### src/rtl/addr_burst_gen_if.sv
// Burst command / beat address stream bundle between a DMA controller and addr_burst_gen.
// Latency: none, wires only.
// Backpressure: cmd_valid/cmd_ready on the command side, addr_valid/addr_ready on the beat side.
interface addr_burst_gen_if #(
    parameter int ADDR_W = 32,
    parameter int CNT_W  = 16
);
    logic              cmd_valid;
    logic              cmd_ready;
    logic [ADDR_W-1:0] cmd_addr;
    logic [CNT_W-1:0]  cmd_count;
    logic              addr_valid;
    logic              addr_ready;
    logic [ADDR_W-1:0] addr_out;
    logic              addr_last;
    logic              done;

    // Command source / beat sink side (DMA controller, testbench)
    modport master (
        output cmd_valid, cmd_addr, cmd_count, addr_ready,
        input  cmd_ready, addr_valid, addr_out, addr_last, done
    );

    // Burst generator side
    modport slave (
        input  cmd_valid, cmd_addr, cmd_count, addr_ready,
        output cmd_ready, addr_valid, addr_out, addr_last, done
    );
endinterface

### src/rtl/addr_burst_gen.sv
// Address burst generator: one command in, one strided address per beat out, last-beat flag, done pulse.
// Latency: first beat the cycle after command acceptance; one beat per cycle with addr_ready high.
// Backpressure: addr_out/addr_last hold while addr_ready is low; cmd_ready only in IDLE (no queuing).
module addr_burst_gen #(
    parameter int                ADDR_W = 32,
    parameter int                CNT_W  = 16,
    parameter logic [ADDR_W-1:0] STRIDE = 4
) (
    input  logic               clk,
    input  logic               rst_n,
    addr_burst_gen_if.slave    bus
);

    typedef enum logic [1:0] {
        IDLE = 2'd0,
        RUN  = 2'd1,
        FIN  = 2'd2
    } state_t;

    state_t            state;
    state_t            state_nxt;
    logic [ADDR_W-1:0] addr_q;
    logic [CNT_W-1:0]  rem_q;
    // Low only in the cycle(s) immediately following reset so cmd_ready comes up one edge after release.
    logic              armed;
    logic              cmd_fire;
    logic              beat_fire;
    logic              last_beat;

    assign cmd_fire  = (state == IDLE) && armed && bus.cmd_valid;
    assign beat_fire = (state == RUN) && bus.addr_ready;
    assign last_beat = (rem_q == CNT_W'(1));

    // State register
    always_ff @(posedge clk or negedge rst_n) begin
        if (!rst_n) begin
            state <= IDLE;
        end else begin
            state <= state_nxt;
        end
    end

    // Next-state logic: zero-count commands skip straight to FIN
    always_comb begin
        state_nxt = state;
        case (state)
            IDLE: begin
                if (cmd_fire) begin
                    state_nxt = (bus.cmd_count == '0) ? FIN : RUN;
                end
            end
            RUN: begin
                if (beat_fire && last_beat) begin
                    state_nxt = FIN;
                end
            end
            FIN:     state_nxt = IDLE;
            default: state_nxt = IDLE;
        endcase
    end

    // Address / remaining-beat datapath; adder wraps modulo 2^ADDR_W by construction
    always_ff @(posedge clk or negedge rst_n) begin
        if (!rst_n) begin
            addr_q <= '0;
            rem_q  <= '0;
            armed  <= 1'b0;
        end else begin
            armed <= 1'b1;
            if (cmd_fire) begin
                addr_q <= bus.cmd_addr;
                rem_q  <= bus.cmd_count;
            end else if (beat_fire) begin
                addr_q <= addr_q + STRIDE;
                rem_q  <= rem_q - CNT_W'(1);
            end
        end
    end

    // Outputs decoded from registered state only; nothing combinational from inputs
    always_comb begin
        bus.cmd_ready  = 1'b0;
        bus.addr_valid = 1'b0;
        bus.addr_last  = 1'b0;
        bus.done       = 1'b0;
        bus.addr_out   = addr_q;
        case (state)
            IDLE: bus.cmd_ready = armed;
            RUN: begin
                bus.addr_valid = 1'b1;
                bus.addr_last  = last_beat;
            end
            FIN:     bus.done = 1'b1;
            default: ;
        endcase
    end

endmodule
### src/flat_wrapper.sv
// flat-port wrapper written by rule: the top's interface ports become plain ports
module addr_burst_gen_flat 
#(
    parameter int                ADDR_W = 32,
    parameter int                CNT_W  = 16,
    parameter logic [ADDR_W-1:0] STRIDE = 4
)
  (clk, rst_n, bus_cmd_valid, bus_cmd_addr, bus_cmd_count, bus_addr_ready, bus_cmd_ready, bus_addr_valid, bus_addr_out, bus_addr_last, bus_done);
  addr_burst_gen_if #(.ADDR_W(ADDR_W), .CNT_W(CNT_W)) bus_i ();
  input  logic clk;
  input  logic rst_n;
  input wire logic [$bits(bus_i.cmd_valid)-1:0] bus_cmd_valid;
  input wire logic [$bits(bus_i.cmd_addr)-1:0] bus_cmd_addr;
  input wire logic [$bits(bus_i.cmd_count)-1:0] bus_cmd_count;
  input wire logic [$bits(bus_i.addr_ready)-1:0] bus_addr_ready;
  output wire logic [$bits(bus_i.cmd_ready)-1:0] bus_cmd_ready;
  output wire logic [$bits(bus_i.addr_valid)-1:0] bus_addr_valid;
  output wire logic [$bits(bus_i.addr_out)-1:0] bus_addr_out;
  output wire logic [$bits(bus_i.addr_last)-1:0] bus_addr_last;
  output wire logic [$bits(bus_i.done)-1:0] bus_done;
  assign bus_i.cmd_valid = bus_cmd_valid;
  assign bus_i.cmd_addr = bus_cmd_addr;
  assign bus_i.cmd_count = bus_cmd_count;
  assign bus_i.addr_ready = bus_addr_ready;
  assign bus_cmd_ready = bus_i.cmd_ready;
  assign bus_addr_valid = bus_i.addr_valid;
  assign bus_addr_out = bus_i.addr_out;
  assign bus_addr_last = bus_i.addr_last;
  assign bus_done = bus_i.done;
  addr_burst_gen #(.ADDR_W(ADDR_W), .CNT_W(CNT_W), .STRIDE(STRIDE)) u_core (.clk(clk), .rst_n(rst_n), .bus(bus_i));
endmodule
### config.mk
export PLATFORM = sky130hd
export DESIGN_NAME = addr_burst_gen_flat
export DESIGN_NICKNAME = d
export VERILOG_FILES = /design/src/rtl/addr_burst_gen_if.sv /design/src/rtl/addr_burst_gen.sv /design/src/flat_wrapper.sv
export SDC_FILE = /design/constraint.sdc
export NUM_CORES = 1
export LEC_CHECK = 0
export BUFFER_PORTS_ARGS = -buffer_cell sky130_fd_sc_hd__buf_2
export CORE_ASPECT_RATIO = 1.1
export CORE_MARGIN = 2
export CORE_UTILIZATION = 51
export CTS_CLUSTER_DIAMETER = 120
export DETAILED_ROUTE_END_ITERATION = 7
export PLACE_DENSITY = 0.8
export SYNTH_ARGS = -nofsm -noshare
export SYNTH_HDL_FRONTEND = slang
export SYNTH_SLANG_ARGS = --single-unit
export TNS_END_PERCENT = 1
### constraint.sdc
create_clock -name clk -period 3 [get_ports clk]
set_clock_uncertainty 0.2 [all_clocks]
set_input_delay 0.3 -clock clk [delete_from_list [all_inputs] [get_ports clk]]
set_output_delay 0.3 -clock clk [all_outputs]
set_load 0.01 [all_outputs]
# Yosys cells after proc, flatten, opt, wreduce, memory -nomap -nowiden
# Cells that the tools add are included.
dict set report op_classes {
  addsub 2
  mul 0
  div_mod_pow 0
  order_cmp 0
  eq_ne 5
  n_shift 0
  mux 12
  bitwise 0
  n_reduce_logical 8
}
# operator count
set op_table {}
lappend op_table {{two-way mux 32 bit} 2}
lappend op_table {{adder 32 x 3 -> 32 bit, second input constant} 1}
lappend op_table {{two-way mux 16 bit} 2}
lappend op_table {{equality test 16 x 1 -> 1 bit, second input constant} 1}
lappend op_table {{logical NOT 16 bit} 1}
lappend op_table {{subtractor 16 x 1 -> 16 bit, second input constant} 1}
lappend op_table {{two-way mux 2 bit} 3}
lappend op_table {{logical AND 1 bit} 4}
lappend op_table {{two-way mux 1 bit} 4}
lappend op_table {{case mux 2 bit (2 select lines)} 1}
lappend op_table {{equality test 2 x 1 -> 1 bit, second input constant} 1}
lappend op_table {{equality test 2 bit, second input constant} 1}
lappend op_table {{logical NOT 2 bit} 1}
lappend op_table {{!= test 2 x 1 -> 1 bit, second input constant} 1}
lappend op_table {{!= test 2 bit, second input constant} 1}
lappend op_table {{AND reduction 2 bit} 1}
lappend op_table {{nonzero test 2 bit} 1}
dict set report totals {
  regBits 51
  latchBits 0
  ramBits 0
  rom_bits 0
  inputBits 52
  output_inout_bits 36
  word_cells 31
  memories 0
}

# Depth between registers and ports, before layout
# Gate-level depths: netlist of run 1.
dict set report depth {
  depth_word 5
  ltp_mapped 7
  depth_no_buf 6
}

# Worst setup path before layout of run 1
# OpenSTA, ideal clock, no wires.
dict set report synth_path {
  kind {reg-to-output}
  startpoint {register u_core.rem_q[9]}
  endpoint {output port bus_addr_last}
  arrival_ps 1865
  setup_slack_ps 635
  stages_incl_launch_ff 6
  cell_sequence {dfrtp_1 > or4_1 > nor4_2 > nor2b_1 > nand3_1 > nor3b_1}
}
dict set report synth_between {
  elab_chain_len 2
}
# item line_no
set synth_rtl {}
lappend synth_rtl {{start: declaration} addr_burst_gen.sv:23} ;# logic [CNT_W-1:0] rem_q;
lappend synth_rtl {{start signal: assignment} addr_burst_gen.sv:72} ;# rem_q <= bus.cmd_count;
lappend synth_rtl {{start signal: assignment} addr_burst_gen.sv:75} ;# rem_q <= rem_q - CNT_W'(1);
lappend synth_rtl {{equality test 16 x 1 -> 1 bit} addr_burst_gen.sv:32} ;# assign last_beat = (rem_q == CNT_W'(1));
lappend synth_rtl {{two-way mux 1 bit} addr_burst_gen.sv:87} ;# case (state)
lappend synth_rtl {{end: declaration} flat_wrapper.sv:19} ;# output wire logic [$bits(bus_i.addr_last)-1:0] bus_addr_last;
# Every way passes these cells.

# Final worst setup path of run 1
# Same ends and word-level chain as after synthesis.

==> impl_metrics.json, run 1 <==
{
  "vias_per_cell": 5.90,
  "drv_cap": 0,
  "diodes": 0,
  "ys_ff_latch": 51,
  "min_from": "bus_cmd_count[2]",
  "grt_max_degree": 55,
  "path_cells": "or4_1 > nor4_4 > nor2b_1 > nand3_1 > nor3b_1 > buf_2",
  "start_util_pct": 52.8,
  "rr_startpoint": "u_core.state[1]",
  "fp.dieArea_sq_um": 6160,
  "syn_to_final_growth_pct": 27.0,
  "fin_crit_ps": 2850,
  "crit_type": "flip-flop to output pin",
  "p_per_area_nw_per_um2": 780,
  "totalWireLength_um": 7640,
  "numPortBuffers": 87,
  "p_comb_share_pct": 36.6,
  "ir_drop_mv": 0.398,
  "drtAntennaViolNets": 0,
  "cts_buffers": 5,
  "synth_ff_type": "dfrtp_1",
  "antenna_found_initial": 0,
  "sw_frac_of_total_pct": 40.9,
  "die_h_um": 82.1,
  "clk_pin_slew_worst_paths_ps": 100,
  "dp_hpwl_um": 5320,
  "worstSetupEndpointType": "output pin",
  "firstDrtPassIters": 5,
  "insertion_delay_ps": 300,
  "hold_viol": 0,
  "drive_gt1_share_pct": 26.8,
  "p_leak_nw": 1.57,
  "hold_class": "input port to flip-flop",
  "seq_power_share_pct": 47.5,
  "num-nets-final": 472,
  "tightest_slew_ps": 738,
  "ys_async_sr_fraction_pct": 100,
  "vias": 2909,
  "cp.required_ps": 2500,
  "die_w_um": 75.0,
  "yosysUniqueCellTypes": 48,
  "synth_nets": 372,
  "first_iter_violations": 174,
  "cts_root_buf": "clkbuf_8",
  "grt_pass1_vias": 2603,
  "grtUsageMet1_pct": 33.7,
  "clock.fmax_mhz": 351,
  "netlist_area_sq_um": 2830,
  "core_sq_um": 5360,
  "groute.layer.met2.usage_pct": 43.7,
  "synth_cells": 317,
  "rows": 28,
  "tns_ps": 0,
  "wire_per_inst_um": 15.5,
  "gp_congestion": 0.851,
  "slew_violations": 0,
  "crit_buf_inv": 1,
  "gr-total-overflow": 0,
  "worstSetupStartpointType": "flip-flop",
  "max_stage_delay_ps": 620,
  "r2r_setup_slack_ps": 660,
  "total_power_mw": 2.80,
  "p_int_mw": 1.66,
  "htreeDepth": 2,
  "cts.sinks": 51,
  "r2r-end": "u_core.bus.addr_out[23]",
  "grtUsageMet3_pct": 4.49,
  "holdPathStages": 3,
  "grt_pass1_wl_um": 12200,
  "cts_tree": "done",
  "avgSynthCellArea_sq_um": 8.92,
  "cpLargestDelayFamily": "simple AND/OR/NAND/NOR gates",
  "max-slew-margin-rel_pct": 50.6,
  "status": "finished, final reports clean",
  "p_switching_mw": 1.15,
  "whs_endpoint": "u_core.rem_q[2]",
  "seq_area_frac_synth_pct": 45.1,
  "io_pins": 88,
  "clockPowerShare_pct": 15.9,
  "slowest_stage": "or4_1",
  "synth-edff-count": 0,
  "crit_start": "u_core.rem_q[9]",
  "cts_max_path_buffers": 2,
  "critPathArrivalTime_ps": 2350,
  "worstRegToRegCells": 5,
  "grt_use_total_pct": 25.7,
  "fin_crit_sh_pct": 95.0,
  "setup_violations": 0,
  "critical_path.max_fanout": 4,
  "yosys_warnings": 0,
  "rsz0062_at_grt": "no",
  "grt-busiest-layer": "met2",
  "drcViolationCount": 0
}
## synthesized netlist by cell type, drive strengths merged (2+ instances only)
library cell	count	share of area [%]
xor2	7	2.2
a31oi	5	1.1
a221o	6	2.1
o21ai	18	3.2
nor2	19	2.5
and4	2	0.62
or2	2	0.44
buf	6	0.88
xnor2	3	0.93
o311ai	13	4.0
or4	6	1.6
and3	3	0.66
nor3	6	1.2
o211ai	17	4.5
inv	7	0.93
clkbuf	8	1.1
ha	3	1.3
nor2b	3	0.66
nand2	57	7.7
a22oi	3	0.80
o31ai	2	0.53
a21oi	13	2.3
nor3b	2	0.53
a32oi	2	0.62
nand3	18	3.2
and2	2	0.44
nand4	11	2.7
dfrtp	51	45
nor4	10	3.0
## layout make-up
| class | instances | area (sq um) |
|---|---|---|
| clock buffer | 7 | 96.3 |
| clock inverter | 1 | 7.51 |
| fill | 446 | 1770 |
| inverter | 7 | 26.3 |
| multi-input combinational | 245 | 1480 |
| sequential | 51 | 1280 |
| tap | 75 | 93.8 |
| timing repair buffer | 107 | 611 |
## sequential cells by signal, indices dropped and copies added (netlist names)
register	flops
u_core.bus.addr_out	32
u_core.rem_q	16
u_core.state	2
u_core.armed	1
## what timing repair did
item / CTS / global route
setup buffers: 0 / 0
gates resized for setup: 0 / 1
hold endpoints to repair: 34 / 0
hold buffers: 10 / 0
endpoints found under the setup margin: 0 / 1
## metrics by stage
stage	cells	hold WS, ps	cell area, sq um	setup slack, ps	util [%]
global route	493	10.4	3590	8.71	67.0
floorplan	317	-196	2830	635	-
finish	493	4.49	3590	149	67.0
detailed placement	475	-28.9	3380	479	63.0
global placement	475	-31.1	3380	544	63.0
CTS	493	1.82	3580	122	66.9
## worst reg2reg max path, delay by kind of cell, from the launching register on
family / cells / cell delay [ps]
DFF: 1 / 440
and+or+nand+nor: 4 / 1450
AOI/OAI and AO/OA: 1 / 180
## placed cells by master (no fill, tap or decap), types with 2 or more instances in the layout
master          n
a21oi_1        13
a221o_1         6
a22oi_1         3
a31oi_1         5
a32oi_1         2
and3_1          3
and4_1          2
buf_2          87
buf_4          10
clkbuf_8        7
dfrtp_1        51
dlygate4sd3_1  10
ha_1            3
inv_1           7
nand2_1        56
nand3_1        18
nand4_1        10
nor2_1         19
nor2b_1         3
nor3_1          5
nor3b_1         2
nor4_1          8
nor4_4          2
o211ai_1       17
o21ai_0        18
o311ai_0       13
o31ai_1         2
or4_1           6
xnor2_1         3
xor2_1          7
## kinds of logic after synthesis
group	synth area share [%]
flops	45.1
xor+xnor	3.10
compound gates	20.7
other cells	0.133
simple gates	26.8
buf+inv	2.87
fa+ha+maj	1.33
## power by group through the flow
stage	clock (mW)	sequential, mW	combinational [mW]
after floorplan	0	1.33	0.549
after global placement	0	1.30	0.978
after detailed placement	0	1.32	1.01
after CTS	0.452	1.31	1.02
after global routing	0.483	1.38	1.14
final	0.444	1.33	1.03
## routing by layer
| metal | vias up | share of wire (%) | routed length, um |
|---|---|---|---|
| li1 | 1404 | - | - |
| met1 | 1388 | 45 | 3400 |
| met2 | 109 | 49 | 3710 |
| met3 | 8 | 6.2 | 470 |
| met4 | 0 | 0.79 | 60 |
| met5 | - | 0 | 0 |
## worst max-delay path by stage
| stage | depth (start not counted) | slack [ps] | to |
|---|---|---|---|
| finish | 6 | 150 | bus_addr_last |
| global route | 6 | 9 | bus_addr_last |
| CTS | 6 | 120 | bus_addr_last |
| detailed placement | 6 | 480 | bus_addr_last |
| global placement | 6 | 540 | bus_addr_last |
| floorplan | 5 | 630 | bus_addr_last |
(Power assumes the default switching activity.)
==> run 2: changes to the inputs <==
--- a/config.mk
+++ b/config.mk
@@ -5,10 +5,11 @@
 export SDC_FILE = /design/constraint.sdc
 export NUM_CORES = 1
 export LEC_CHECK = 0
+export ABC_AREA = 1
 export BUFFER_PORTS_ARGS = -buffer_cell sky130_fd_sc_hd__buf_2
 export CORE_ASPECT_RATIO = 1.1
 export CORE_MARGIN = 2
-export CORE_UTILIZATION = 51
+export CORE_UTILIZATION = 54
 export CTS_CLUSTER_DIAMETER = 120
 export DETAILED_ROUTE_END_ITERATION = 7
 export PLACE_DENSITY = 0.8
==> impl_metrics.json, run 2 <==
{
  "totalWireLength_um": 9850,
  "cp.required_ps": 3030,
  "synth_nets": 613,
  "synth_most_common_cell": "nand2_1",
  "yosysUniqueCellTypes": 32,
  "critPathArrivalTime_ps": 2260,
  "postLayoutSetupSlackWorst_ps": 776,
  "avgSynthCellArea_sq_um": 6.50,
  "p_per_area_nw_per_um2": 852,
  "die_w_um": 82.1,
  "cts.sinks": 51,
  "antenna_found_initial": 0,
  "status": "finished, final reports clean",
  "die_h_um": 89.9,
  "final_design_area_no_fill_sq_um": 4240,
  "netlist_area_sq_um": 3630,
  "io_pins": 88,
  "dpl.cell_count": 715,
  "clk_pin_slew_worst_paths_ps": 100,
  "gr-total-overflow": 0,
  "synth_area_leaders": "dfrtp_1 35%, nand2_1 22%, nor2_1 8.0%, nand3_1 7.5%, inv_1 5.6%",
  "total_power_mw": 3.62,
  "cts_root_buf": "clkbuf_8",
  "diodes": 0,
  "fp.dieArea_sq_um": 7390,
  "dp_hpwl_um": 7160,
  "largest_reg_flops": 32,
  "dpl_cell_area_sq_um": 4090,
  "grt_pass1_wl_um": 16100,
  "wire_per_inst_um": 13.5,
  "num-nets-final": 702,
  "vias_per_cell": 5.30,
  "seq_area_frac_synth_pct": 35.2,
  "multiInputGateArea_sq_um": 2040,
  "synth_xor_area_share_pct": 2.42,
  "p_leak_nw": 2.10,
  "slew_violations": 0,
  "ys_async_sr_fraction_pct": 100,
  "synth-edff-count": 0,
  "synth_fa_ha_area_share_pct": 1.04,
  "fin_crit_ps": 2220,
  "hold_ws_ps": 9.65,
  "synth_compound_area_share_pct": 8.63,
  "vias": 3868,
  "cts_tree": "done",
  "syn_to_final_growth_pct": 17.0,
  "core_sq_um": 6560,
  "regArea_sq_um": 1280,
  "final_util_pct": 64.7,
  "synth_simple_gate_area_share_pct": 44.0,
  "final_cell_mix": "209 x nand2_1, 87 x buf_2, 77 x nor2_1",
  "layout.cells.non_filler": 730,
  "grt_pass1_vias": 3709,
  "clock.fmax_mhz": 450,
  "rows": 31,
  "cts_max_path_buffers": 2,
  "worstSetupStartpointType": "flip-flop",
  "firstDrtPassIters": 5,
  "grt_use_total_pct": 27.5,
  "gp_congestion": 0.939,
  "hold_viol": 0,
  "drv_cap": 0,
  "insertion_delay_ps": 310,
  "synth_top_family_by_area": "simple AND/OR/NAND/NOR gates",
  "synth_largest_area_cell": "dfrtp_1",
  "max-slew-margin-rel_pct": 55.5,
  "setup_violations": 0,
  "synthMuxAreaShare_pct": 0,
  "drive_gt1_share_pct": 18.8,
  "max_stage_delay_ps": 400,
  "crit_type": "flip-flop to flip-flop",
  "fin_crit_sh_pct": 74.1,
  "grt_max_degree": 40,
  "ir_drop_mv": 0.370,
  "mostFrequentLayoutCell": "nand2_1",
  "synth_cells": 558,
  "start_util_pct": 55.3,
  "htreeDepth": 2,
  "first_iter_violations": 194,
  "synth.top_cells.by_count": "209 x nand2_1, 77 x nor2_1, 54 x inv_1, 54 x nand3_1, 51 x dfrtp_1",
  "hold_class": "input port to flip-flop",
  "drtAntennaViolNets": 0,
  "post-place-ws_ps": 809,
  "ys_ff_latch": 51,
  "worstSetupEndpointType": "flip-flop",
  "final.fill_count": 627,
  "cts_resized": 0,
  "tns_ps": 0,
  "path_cells": "inv_1 > nand2_1 > nor2_4 > nand2_4 > nand2_4 > inv_1 > buf_4 > nand2_1 > o211ai_1",
  "cts_buffers": 5,
  "drcViolationCount": 0,
  "slowest_stage": "dfrtp_1",
  "critical_path.max_fanout": 31,
  "tightest_slew_ps": 666,
  "rsz0062_at_grt": "no",
  "yosys_warnings": 0,
  "yosys.area.top_type_share_pct": 35.2,
  "numPortBuffers": 87,
  "synth_ff_type": "dfrtp_1"
}
==> run 2: cell count changes after synthesis, sizes merged, moves of 7 or more <==
| cell | delta |
|---|---|
| nor4 | -9 |
| nand3 | +37 |
| o211ai | -7 |
| clkbuf | -8 |
| o311ai | -12 |
| inv | +51 |
| a21oi | -7 |
| buf | +8 |
| o21bai | +8 |
| nor2 | +70 |
| nand2 | +158 |
==> run 2: worst paths after layout <==
check | from | endpoint | slack [ps] | cells past startpoint
max | u_core.state[1] | u_core.bus.addr_out[10] | 780 | 9
min | bus_cmd_addr[24] | u_core.bus.addr_out[24] | 10 | 3
max reg2reg | u_core.state[1] | u_core.bus.addr_out[10] | 780 | 9
min reg2reg | u_core.bus.addr_out[1] | u_core.bus.addr_out[1] | 300 | 2
max in group asynchronous | rst_n | u_core.bus.addr_out[25] | 1510 | 3
min in group asynchronous | rst_n | u_core.rem_q[15] | 280 | 2
==> run 2: metal layers <==
metal	vias to the layer above	GRT usage, %	routed length, um
met2	126	48.0	4970
met3	22	4.82	624
met1	1782	32.9	4030
li1	1938	-	-
met5	-	0	0
met4	0	10.1	226
==> run 2: area by class of cell <==
type / instances / share of cell area (%)
clock inverter: 3 / 0.472
tap: 82 / 2.42
sequential: 51 / 30.1
clock buffer: 5 / 1.62
multi-input combinational: 435 / 48.0
timing repair buffer: 96 / 12.3
inverter: 58 / 5.13
==> run 2: worst max-delay path: cells and delay by family (launching register included) <==
family	cells	cell delay [ps]
and+or+nand+nor	5	730
buffers and inverters	3	710
DFF	1	400
AOI/OAI and AO/OA	1	90
==> run 2: repair_timing <==
action | in CTS | in global routing
setup buffers | 0 | 0
hold buffers | 7 | 0
endpoints found under the hold margin | 25 | 0
==> run 2: power breakdown <==
part | internal [mW] | leakage (nW) | switching [mW]
clock | 0.163 | 0.0402 | 0.250
combinational | 0.670 | 1.43 | 1.10
sequential | 1.00 | 0.634 | 0.427
total | 1.84 | 2.10 | 1.78
==> run 2: cell families after synthesis <==
logic type,Yosys count
AND/OR/NAND/NOR,371
flip-flops,51
other,1
XOR/XNOR,10
AO/OA/AOI/OAI,50
adder cells (fa/ha/maj),3
buffers and inverters,72
